<file path="src/rtl/mem_arbiter.sv">
// Arbiter sharing one single-port synchronous memory between instruction fetch and load/store.
// Data wins contention unless fetch has waited MAX_DSTREAK data grants; one read in flight at a time.
module mem_arbiter #(
  parameter int         MEM_LAT     = 1,
  parameter int         MAX_DSTREAK = 4,
  parameter logic [2:0] IF_RD_CTRL  = 3'b010
) (
  input  logic        clk,
  input  logic        rst,
  input  logic        if_req,
  input  logic [31:0] if_addr,
  output logic        if_gnt,
  output logic        if_rvalid,
  output logic [31:0] if_rdata,
  input  logic        d_req,
  input  logic        d_we,
  input  logic [2:0]  d_rd_ctrl,
  input  logic [1:0]  d_wr_ctrl,
  input  logic [31:0] d_addr,
  input  logic [31:0] d_wdata,
  output logic        d_gnt,
  output logic        d_rvalid,
  output logic [31:0] d_rdata,
  output logic        m_en,
  output logic        m_we,
  output logic [2:0]  m_rd_ctrl,
  output logic [1:0]  m_wr_ctrl,
  output logic [31:0] m_addr,
  output logic [31:0] m_wdata,
  input  logic [31:0] m_rdata,
  output logic        busy
);

  typedef enum logic {IDLE, WAIT} state_t;

  typedef struct packed {
    logic        en;
    logic        we;
    logic [2:0]  rd_ctrl;
    logic [1:0]  wr_ctrl;
    logic [31:0] addr;
    logic [31:0] wdata;
  } mem_cmd_t;

  localparam logic [2:0] LAT  = 3'(MEM_LAT);
  localparam logic [3:0] DMAX = 4'(MAX_DSTREAK);

  state_t     state;
  logic [2:0] cnt;
  logic [3:0] dstreak;
  logic       owner;
  logic       sel_d, sel_i;
  mem_cmd_t   cmd;

  // Grants are combinational and gated by reset so a grant never coincides with rst.
  always_comb begin
    sel_d = 1'b0;
    sel_i = 1'b0;
    if (!rst && state == IDLE) begin
      sel_d = d_req && !(if_req && dstreak == DMAX);
      sel_i = if_req && !sel_d;
    end
  end

  always_comb begin
    cmd = '0;
    if (sel_d) begin
      cmd.en      = 1'b1;
      cmd.we      = d_we;
      cmd.rd_ctrl = d_rd_ctrl;
      cmd.wr_ctrl = d_wr_ctrl;
      cmd.addr    = d_addr;
      cmd.wdata   = d_wdata;
    end else if (sel_i) begin
      cmd.en      = 1'b1;
      cmd.rd_ctrl = IF_RD_CTRL;
      cmd.addr    = if_addr;
    end
  end

  assign if_gnt    = sel_i;
  assign d_gnt     = sel_d;
  assign m_en      = cmd.en;
  assign m_we      = cmd.we;
  assign m_rd_ctrl = cmd.rd_ctrl;
  assign m_wr_ctrl = cmd.wr_ctrl;
  assign m_addr    = cmd.addr;
  assign m_wdata   = cmd.wdata;
  assign busy      = (state == WAIT);

  always_ff @(posedge clk or posedge rst) begin
    if (rst) begin
      state     <= IDLE;
      cnt       <= '0;
      dstreak   <= '0;
      owner     <= 1'b0;
      if_rvalid <= 1'b0;
      d_rvalid  <= 1'b0;
      if_rdata  <= '0;
      d_rdata   <= '0;
    end else begin
      if_rvalid <= 1'b0;
      d_rvalid  <= 1'b0;
      case (state)
        IDLE: begin
          if (sel_i) begin
            dstreak <= '0;
            state   <= WAIT;
            cnt     <= LAT;
            owner   <= 1'b0;
          end else if (sel_d) begin
            // Streak only counts data grants that actually made a fetch wait.
            if (if_req && dstreak < DMAX) dstreak <= dstreak + 4'd1;
            if (!d_we) begin
              state <= WAIT;
              cnt   <= LAT;
              owner <= 1'b1;
            end
          end
        end
        WAIT: begin
          if (cnt > 3'd1) begin
            cnt <= cnt - 3'd1;
          end else begin
            if (owner) begin
              d_rdata  <= m_rdata;
              d_rvalid <= 1'b1;
            end else begin
              if_rdata  <= m_rdata;
              if_rvalid <= 1'b1;
            end
            state <= IDLE;
          end
        end
      endcase
    end
  end

endmodule
</file>
<file path="config.mk">
export PLATFORM = sky130hd
export DESIGN_NAME = mem_arbiter
export DESIGN_NICKNAME = d
export VERILOG_FILES = /design/src/rtl/mem_arbiter.sv
export SDC_FILE = /design/constraint.sdc
export NUM_CORES = 1
export LEC_CHECK = 0
export CORE_MARGIN = 3
export CORE_UTILIZATION = 36
export CTS_CLUSTER_DIAMETER = 150
export CTS_CLUSTER_SIZE = 20
export DETAILED_ROUTE_END_ITERATION = 8
export HOLD_SLACK_MARGIN = 0.06
export PLACE_DENSITY = 0.86
export SLEW_MARGIN = 20
export SYNTH_ARGS = -nofsm -noshare
export SYNTH_HDL_FRONTEND = slang
export SYNTH_SLANG_ARGS = --single-unit
</file>
<file path="constraint.sdc">
create_clock -name clk -period 2.6 [get_ports clk]
set_input_delay 0.52 -clock clk [delete_from_list [all_inputs] [get_ports clk]]
set_output_delay 0.52 -clock clk [all_outputs]
set_load 0.02 [all_outputs]
</file>
==> summary.md <==
| Metric | Value |
|---|---|
| DP HPWL | `between 10,000 and 15,000 µm` |
| Share of cells above drive strength 1 | `29.9%` |
| First-pass GRT wire length | `~23,000 µm` |
| Main synth FF type | `dfrtp_1` |
| Syn Nets | `slightly above 500` |
| DRT iter0 DRCs | `around 260` |
| Critical-path top delay cell | `dfrtp_1` |
| Pin count of the biggest net entering global routing | `39` |
| Core area | `around 11,000 µm²` |
| Power Total | `approximately 5.6 mW` |
| CTS sink cnt | `between 70 and 80` |
| Post-synth ARST share | `100%` |
| Post-synthesis adder-cell area fraction | `1.23%` |
| Slew HR | `roughly 69%` |
| Wirelength per Cell | `~19 µm` |
| Inserted Diodes | `0` |
| Post-Synth XOR/XNOR Area | `0%` |
| Critical path, cell by cell | `inv_1 > ha_2 > and4b_2 > nor3_4 > buf_12 > and2_1 > clkdlybuf4s15_2` |
| Final core utilization | `between 60% and 70%` |
| Endpoints failing setup | `0` |
| Simple-gate share of the synthesized area | `a little over an eighth` |
| Outcome | `finished, final reports clean` |
| Die Width | `between 100 and 150 µm` |
| Maximum fanout along the worst path | `19` |
| Crit path time final | `2540 ps` |
| Initial Util | `37.2%` |
| Yosys reg bits | `between 70 and 80` |
| Final net count | `783` |
| TritonCTS clock tree | `yes` |
| TNS Setup | `0 ps` |
| CTS H-tree depth | `3` |
| Share of the synthesized area in the top cell type | `between 40% and 50%` |
| DR DRC count | `0` |
| Leakage | `between 3 and 4 nW` |
| Cell count after synthesis | `361` |
| Later-pin clock latency in the skew report | `320 ps` |
| CP endpoint kind | `primary output` |
| Most frequent cell after synthesis | `dfrtp_1` |
| Critical Path Source Type | `flop` |
| Sequential area share after synthesis | `46.1%` |
| Fin Clk Skew | `between 4 and 5 ps` |
| Num ports | `about 280` |
| Top cells by count, synth | `dfrtp_1 (75), and2_1 (37), mux2_2 (35)` |
| DRT Pass-1 Iters | `4` |
| Yosys warns | `0` |
| Area leader, netlist | `dfrtp_1` |
| Netlist Area Pre-Place | `just over 4000 µm²` |
| Compound-Gate Fraction of Synth Area | `about an eighth` |
| Vias in the first global route | `roughly 4,300` |
| Required time worst endpoint | `2080 ps` |
| Row cnt | `38` |
| Critical path class | `reg2out` |
| Placed Cells | `roughly 770` |
| Port Buf Inserts | `between 200 and 300` |
| Total gr overflow | `0` |
| GP Congestion | `0.924` |
| Main combinational cell family by area after synthesis | `multiplexers` |
| Antenna violation net count after detailed routing | `0` |
| CTS root buffer | `clkbuf_16` |
| Final worst-path cycle share | `97.7%` |
| EDFF count, synth | `0` |
| Die Y | `about 110 µm` |
| Area contributors post-synth | `dfrtp_1 (46%), mux2_4 (11%), mux2_2 (9.7%)` |
| Maximum VDD drop | `about 0.52 mV` |
| Num CTS Buffers | `9` |
| Avg Inst Size Synth | `between 10 and 15 µm²` |
| Cell variety after synth | `between 40 and 50` |
| Clock transition at path regs | `60 ps` |
| Post-synthesis mux area share | `20.9%` |
| WP data arrival | `about 2000 ps` |
| Max incr delay on CP | `around 350 ps` |
| Fin cells | `approximately 790` |
| F_max | `394 MHz` |
| Slew Viols, Final | `0` |
| Global Route Usage Sum | `a little under a quarter` |
| Clock buffer depth | `2` |
| Area of the die | `approximately 13,000 µm²` |
| Worst Max-Slew Pin Slew | `470 ps` |
| DR vias | `slightly above 4,000` |
| Hold/Removal Path Class | `reg2reg` |
| Max Cap Viol | `0` |
| Drt total wl | `around 15,000 µm` |
| Initial antenna violation count | `0` |
| Cts hold-fix bufs | `0` |
| Final Hold Vio Count | `0` |
| Layout area overhead | `75.9%` |
| Vias/cell | `between 5 and 6` |
| Pwr/cell area | `782 nW/µm²` |
==> cells by family after synthesis <==
group,count (synthesis)
DFF,75
and+or+nand+nor,92
buffers and inverters,43
muxes,66
adders and majority gates,4
AOI/OAI and AO/OA,81
==> area by class of cell <==
class	instances	area [µm²]
Sequential cell	75	1880
Multi-Input combinational cell	243	1990
Clock inverter	6	96.3
Clock buffer	10	229
Inverter	8	31.3
Tap cell	140	175
Timing Repair Buffer	304	2760
Fill cell	862	3780
==> critical path: cells and delay by family (launching register included) <==
kind	cells	cell delay (ps)
fa+ha+maj	1	200
flops	1	350
simple gates	3	650
buf+inv	3	490
==> report_power, final <==
part	total [mW]	internal [mW]	switching [mW]
sequential	1.77	1.54	0.225
combinational	2.49	1.35	1.14
clock	1.33	0.854	0.481
total	5.60	3.75	1.85
==> cells in the final DEF (no fill, tap or decap), types with 2 or more instances in the layout <==
| cell type | count |
|---|---|
| and2_1 | 33 |
| bufinv_16 | 2 |
| nor2_1 | 5 |
| mux2_4 | 29 |
| buf_6 | 6 |
| nor3b_1 | 2 |
| inv_6 | 2 |
| dfrtp_1 | 75 |
| clkbuf_16 | 9 |
| inv_1 | 6 |
| nand3_1 | 32 |
| clkbuf_2 | 3 |
| clkdlybuf4s50_1 | 203 |
| o22ai_1 | 2 |
| o211ai_1 | 32 |
| o21a_1 | 2 |
| clkdlybuf4s15_2 | 4 |
| mux2i_1 | 2 |
| nor3_1 | 2 |
| a21oi_1 | 33 |
| a31oi_1 | 2 |
| buf_4 | 35 |
| buf_2 | 48 |
| ha_1 | 3 |
| nor2b_1 | 3 |
| nand2_1 | 2 |
| buf_12 | 4 |
| and2_4 | 4 |
| mux2_2 | 35 |
==> per-layer routing <==
metal	global-route usage, %	share of wire (%)	vias up
li1	-	-	1866
met1	27.0	37	1976
met2	42.9	54	201
met3	4.04	6.2	29
met4	9.70	3.6	0
met5	0	0	-
==> stage by stage <==
stage / worst slack [ps] / hold WS [ps] / cell area (µm²)
after global routing: -7.68 / 517 / 7160
after global placement: -450 / 486 / 7050
after CTS: -55.6 / 509 / 7220
final: 60.8 / 506 / 7160
after detailed placement: -469 / 495 / 7050
after floorplan: 170 / 467 / 4070
==> final timing paths <==
path                                              start                       to  slack (ps)  cells past startpoint
max in group asynchronous                           rst  d_rdata[14]$_DFFE_PP0P_        1290                      4
worst min-delay path            d_rdata[18]$_DFFE_PP0P_  d_rdata[18]$_DFFE_PP0P_         510                      1
worst min register to register  d_rdata[18]$_DFFE_PP0P_  d_rdata[18]$_DFFE_PP0P_         510                      1
min in group asynchronous                           rst  d_rdata[30]$_DFFE_PP0P_         600                      3
worst max-delay path             dstreak[0]$_DFFE_PP0P_              m_wdata[17]          60                      7
worst max register to register       cnt[1]$_DFFE_PP0P_  if_rdata[2]$_DFFE_PP0P_         390                      6
==> what timing repair did <==
action / CTS / global route
setup buffers: 2 / 1
gates cloned: 1 / 0
pin swaps: 1 / 2
gates resized for setup: 270 / 49
hold endpoints to repair: 0 / 0
setup endpoints to repair: 71 / 62
==> state kept, by name, indices dropped and copies added (netlist names) <==
register and cells:
d_rdata 32, cnt 3, if_rvalid 1, if_rdata 32
owner 1, busy 1, dstreak 4, d_rvalid 1
(Power assumes the default switching activity.)
